`config.mk`:
```
export PLATFORM = sky130hd
export DESIGN_NAME = pc_gen
export DESIGN_NICKNAME = d
export VERILOG_FILES = /design/src/rtl/pc_gen.sv
export SDC_FILE = /design/constraint.sdc
export NUM_CORES = 1
export LEC_CHECK = 0
export ABC_AREA = 0
export CAP_MARGIN = 20
export CORE_MARGIN = 2
export CORE_UTILIZATION = 35
export CTS_CLUSTER_DIAMETER = 50
export DETAILED_ROUTE_END_ITERATION = 7
export PLACE_DENSITY = 0.71
export SLEW_MARGIN = 20
export SYNTH_ARGS = -nofsm -noshare
export SYNTH_HDL_FRONTEND = slang
export SYNTH_SLANG_ARGS = --single-unit
```
`constraint.sdc`:
```
create_clock -name clk -period 1.7 [get_ports clk]
set_input_delay 0.34 -clock clk [delete_from_list [all_inputs] [get_ports clk]]
set_output_delay 0.34 -clock clk [all_outputs]
set_load 0.01 [all_outputs]
```
`src/rtl/pc_gen.sv`:
```
// Fetch-address generator for the 3-stage RV32I pipeline: next-PC select, WFI sleep FSM,
// misaligned-target detection and flush pulse. Define PC_PERF_EN to add redirect/stall counters.
module pc_gen #(
    parameter int              XLEN      = 32,
    parameter logic [XLEN-1:0] RESET_VEC = '0,
    parameter int              IALIGN    = 4,
    parameter int              CNT_W     = 32
) (
    input  logic            clk,
    input  logic            reset,
    input  logic            stall,
    input  logic            trap_req,
    input  logic [XLEN-1:0] trap_vec,
    input  logic            mret_req,
    input  logic [XLEN-1:0] epc,
    input  logic            br_taken,
    input  logic [XLEN-1:0] br_target,
    input  logic            wfi_req,
    input  logic            wake,
    output logic [XLEN-1:0] pc,
    output logic            fetch_en,
    output logic            flush,
    output logic            misalign_exc,
    output logic [XLEN-1:0] bad_addr,
`ifdef PC_PERF_EN
    output logic [CNT_W-1:0] redirect_cnt,
    output logic [CNT_W-1:0] stall_cnt,
`endif
    output logic            sleeping
);

    localparam logic [XLEN-1:0] ALIGN_MASK = XLEN'(IALIGN - 1);
    localparam logic [XLEN-1:0] PC_INC     = XLEN'(IALIGN);

    typedef enum logic {RUN, SLEEP} state_t;

    state_t          state_reg, state_next;
    logic [XLEN-1:0] pc_reg, pc_next;
    logic [XLEN-1:0] bad_addr_reg, bad_addr_next;
    logic            flush_reg, flush_next;
    logic            misalign_reg, misalign_next;
    logic            br_aligned;

    assign br_aligned = (br_target & ALIGN_MASK) == '0;

    always_ff @(posedge clk) begin
        if (reset) begin
            state_reg    <= RUN;
            pc_reg       <= RESET_VEC;
            bad_addr_reg <= '0;
            flush_reg    <= 1'b0;
            misalign_reg <= 1'b0;
        end else begin
            state_reg    <= state_next;
            pc_reg       <= pc_next;
            bad_addr_reg <= bad_addr_next;
            flush_reg    <= flush_next;
            misalign_reg <= misalign_next;
        end
    end

    always_comb begin
        state_next    = state_reg;
        pc_next       = pc_reg;
        bad_addr_next = bad_addr_reg;
        flush_next    = 1'b0;
        misalign_next = 1'b0;
        case (state_reg)
            RUN: begin
                if (trap_req) begin
                    pc_next    = trap_vec & ~ALIGN_MASK;
                    flush_next = 1'b1;
                end else if (mret_req) begin
                    pc_next    = epc & ~ALIGN_MASK;
                    flush_next = 1'b1;
                end else if (stall) begin
                    pc_next = pc_reg;
                end else if (br_taken) begin
                    if (br_aligned) begin
                        pc_next    = br_target;
                        flush_next = 1'b1;
                    end else begin
                        // Hold PC; the CSR unit answers the exception with trap_req.
                        misalign_next = 1'b1;
                        bad_addr_next = br_target;
                    end
                end else if (wfi_req) begin
                    state_next = SLEEP;
                    pc_next    = pc_reg + PC_INC;
                end else begin
                    pc_next = pc_reg + PC_INC;
                end
            end
            SLEEP: begin
                if (trap_req) begin
                    state_next = RUN;
                    pc_next    = trap_vec & ~ALIGN_MASK;
                    flush_next = 1'b1;
                end else if (wake) begin
                    // PC already points at the instruction after the WFI.
                    state_next = RUN;
                end
            end
            default: state_next = RUN;
        endcase
    end

    assign pc           = pc_reg;
    assign fetch_en     = (state_reg == RUN);
    assign sleeping     = (state_reg == SLEEP);
    assign flush        = flush_reg;
    assign misalign_exc = misalign_reg;
    assign bad_addr     = bad_addr_reg;

`ifdef PC_PERF_EN
    logic             redirect_load, stall_cycle;
    logic [CNT_W-1:0] redirect_cnt_reg, stall_cnt_reg;

    assign redirect_load = (state_reg == RUN &&
                            (trap_req || mret_req || (!stall && br_taken && br_aligned))) ||
                           (state_reg == SLEEP && trap_req);
    assign stall_cycle   = (state_reg == RUN) && stall && !trap_req && !mret_req;

    always_ff @(posedge clk) begin
        if (reset) begin
            redirect_cnt_reg <= '0;
            stall_cnt_reg    <= '0;
        end else begin
            if (redirect_load && redirect_cnt_reg != '1)
                redirect_cnt_reg <= redirect_cnt_reg + 1'b1;
            if (stall_cycle && stall_cnt_reg != '1)
                stall_cnt_reg <= stall_cnt_reg + 1'b1;
        end
    end

    assign redirect_cnt = redirect_cnt_reg;
    assign stall_cnt    = stall_cnt_reg;
`endif

endmodule
```
==> flow_metrics.py <==
metrics = {
    "status": {
        "status": "complete, but fails checks",
        "violations": "negative setup slack",
    },
    "worst_setup_path": {
        "end_kind": "flop",
        "reg2reg_to": "pc[30]$_SDFFE_PP0P_",
        "slowest_delay_ps": 360,
        "worstPathBufferInverterCount": 1,
        "critPathKind": "reg -> reg",
        "arrival_ps": 2060,
        "r2r-start": "pc[2]$_SDFFE_PP0P_",
        "slowest_stage": "dfxtp_4",
        "r2r_cells": 7,
        "cp_cell_sequence": "ha_4 -> nand4_1 -> nor2_4 -> buf_6 -> nand3_2 -> mux2i_1 -> a2111oi_2",
        "path_max_fanout": 4,
        "crit_start": "pc[2]$_SDFFE_PP0P_",
        "crit_path_start_kind": "flop",
        "cp_top_family": "simple AND/OR/NAND/NOR gates",
        "crit_required_ps": 1920,
        "rrSetupSlack_ps": -140,
    },
    "synthesis": {
        "syn-num-nets": 651,
        "synth_cells": 546,
        "synthTopCellsByArea": "dfxtp_1, nand2_1, a21oi_1",
        "ys_types": 62,
        "synth-xor-area-share_pct": 1.75,
        "syn-cell-area_mm2": 0.00400,
        "synth_common_cells": "nand2_1, a21oi_1, dfxtp_1",
        "ys_warn_count": 0,
        "yosys.area.top_type": "dfxtp_1",
        "synth_top_family_by_area": "compound AO/OA/AOI/OAI gates",
        "yosysMostFrequentCell": "nand2_1",
        "synth-simple-area-share_pct": 25.4,
        "ys_dominant_reg_cell": "dfxtp_1",
        "synth-compound-area-share_pct": 29.9,
        "synth_top_area_share_pct": 33.6,
        "synth-async-reset-ratio_pct": 0,
        "ys_ff_latch": 67,
        "synth.avg_cell_area_um2": 7.32,
        "seq_area_frac_synth_pct": 33.6,
        "synth_edf_count": 0,
        "synth_mux_area_share_pct": 3.57,
        "synth_fa_ha_area_share_pct": 0.313,
    },
    "timing": {
        "hold_ws_ps": 403,
        "max_freq_mhz": 543,
        "hold_viol": 0,
        "setup_tns_ps": -438,
        "min_period_ps": 1840,
        "rsz0062_at_grt": "true",
        "slew_viol_final": 0,
        "worstMarginPinSlew_ps": 553,
        "finalSetupViolCount": 7,
        "fin_ws_ps": -143,
        "fin_crit_sh_pct": 108,
        "clock_skew_ps": 3.68,
        "slew_headroom_pct": 63.1,
    },
    "die": {
        "coreArea_mm2": 0.0113,
        "die_h_um": 111,
        "row_count": 39,
        "start_util_pct": 35.5,
        "dieArea_mm2": 0.0123,
        "ios": 172,
        "die_w_um": 111,
    },
    "detailed_routing": {
        "vias": 5321,
        "met2_length_um": 8670,
        "routed_wl_um": 17900,
        "top_layer": "met4",
        "post-route-drc-count": 0,
        "met3RoutedLength_um": 1320,
        "avgViaCountPerCell": 5.62,
        "drtIter0Drc": 438,
        "drtAntennaViolNets": 0,
        "wl_per_cell_um": 18.9,
        "m1WireLength_um": 7230,
        "first_pass_iters": 5,
    },
    "min_path": {
        "min_to": "bad_addr[0]$_SDFFE_PP0P_",
        "hold_path_startpoint": "br_target[0]",
        "hold_depth": 3,
        "hold_path_class": "in -> reg",
    },
    "layout": {
        "drive_above_1_share_pct": 24.4,
        "filler_cell_count": 988,
        "syn2layout_area_growth_pct": 80.2,
        "layout.nets": 903,
        "n_antenna_cell": 0,
        "final_util_pct": 63.9,
        "fin_area_mm2": 0.00720,
        "finalNonFillerCells": 946,
    },
    "global_route": {
        "grt_pass1_vias": 5312,
        "grt_start_max_net_pins": 49,
        "antenna_found_initial": 0,
        "track_usage_pct": 27.9,
        "grt_pass1_wl_um": 27600,
        "overflow": 0,
    },
    "clock_tree": {
        "clk_pin_slew_ps": 60,
        "cts_buffer_depth": 2,
        "tritoncts": "built",
        "cts.sinks": 67,
        "cts-root-buf": "clkbuf_16",
        "numCtsBuffers": 9,
        "cts_max_level": 3,
        "insertion_delay_ps": 330,
    },
    "placement": {
        "gp_congestion": 0.912,
        "placed_area_mm2": 0.00652,
        "dpl_worst_slack_ps": -533,
        "dp_cells": 918,
        "hpwlAfterDp_um": 13300,
        "io_buffers": 167,
    },
    "pwr": {
        "power_density_mw_per_mm2": 721,
        "irDropWorstVdd_uv": 501,
        "cellLeakagePower_nw": 3.00,
        "p_total_mw": 5.20,
    },
    "flow_run": {
        "max-cap-violations": 0,
    },
}
-- cells by family after synthesis --
family | Yosys count
compound gates | 189
xor+xnor | 8
fa+ha+maj | 1
buf+inv | 53
flops | 67
mux | 14
simple gates | 214
-- worst max-delay path by stage --
| stage | endpoint | slack [ps] | depth (start not counted) |
|---|---|---|---|
| 2_1_floorplan | pc[11]$_SDFFE_PP0P_ | 7 | 6 |
| 3_3_place_gp | pc[11]$_SDFFE_PP0P_ | -460 | 7 |
| 3_5_place_dp | pc[29]$_SDFFE_PP0P_ | -530 | 7 |
| 4_1_cts | pc[28]$_SDFFE_PP0P_ | -50 | 6 |
| 5_1_grt | pc[30]$_SDFFE_PP0P_ | -180 | 7 |
| 6_report | pc[30]$_SDFFE_PP0P_ | -140 | 7 |
-- repair_timing --
| item | in CTS | in global routing |
|---|---|---|
| hold buffers | 0 | 0 |
| gates resized for setup | 39 | 57 |
| pin swaps | 11 | 29 |
| setup endpoints to repair | 55 | 31 |
| gates cloned | 1 | 1 |
| buffers inserted | 6 | 6 |
-- cell usage in the layout, fill, tap and decap left out, drive strengths merged, types with 4 or more instances in the layout --
| master | synthesis | layout |
|---|---|---|
| nand2b | 8 | 8 |
| or2 | 4 | 4 |
| nand2 | 106 | 106 |
| a31oi | 9 | 9 |
| o211ai | 14 | 14 |
| clkdlybuf4s50 | 0 | 138 |
| mux2i | 12 | 12 |
| o21ai | 36 | 36 |
| a211oi | 7 | 7 |
| inv | 12 | 13 |
| nand4 | 13 | 13 |
| and2 | 7 | 7 |
| nor3 | 10 | 10 |
| nor2b | 4 | 4 |
| and3 | 5 | 5 |
| dlymetal6s2s | 0 | 13 |
| clkbuf | 26 | 11 |
| nand3 | 18 | 18 |
| a2111oi | 4 | 4 |
| a21oi | 76 | 76 |
| xor2 | 4 | 4 |
| buf | 15 | 116 |
| dfxtp | 67 | 67 |
| nor2 | 29 | 29 |
| xnor2 | 4 | 4 |
| dlygate4sd2 | 0 | 14 |
| a211o | 5 | 5 |
| o21a | 5 | 5 |
-- routing by layer --
metal | GRT usage [%] | vias to the layer above
li1 | - | 2481
met1 | 34.1 | 2538
met2 | 47.2 | 256
met3 | 6.29 | 46
met4 | 11.6 | 0
met5 | 0 | -
-- power by group --
| part | leakage [nW] | internal, mW | switching, mW | total (mW) |
|---|---|---|---|---|
| clock | 0.167 | 1.44 | 0.734 | 2.17 |
| combinational | 2.28 | 0.696 | 0.589 | 1.29 |
| sequential | 0.554 | 1.66 | 0.0810 | 1.74 |
| total | 3.00 | 3.79 | 1.40 | 5.20 |
-- worst min-delay path: cells and delay by family --
family / cells / cell delay (ps)
compound gates: 1 / 50
buf+inv: 1 / 240
simple gates: 1 / 50
-- layout make-up --
cell class	instances	area, um2	share of cell area, %
flip-flops and latches	67	1370	19.0
clock buffers	10	229	3.18
repair buffers	282	2620	36.4
multi-input cells	426	2650	36.8
well taps	143	179	2.48
clock inverters	6	113	1.56
inverters	12	45.0	0.625
Note: power is estimated with default switching activity, not from simulation.
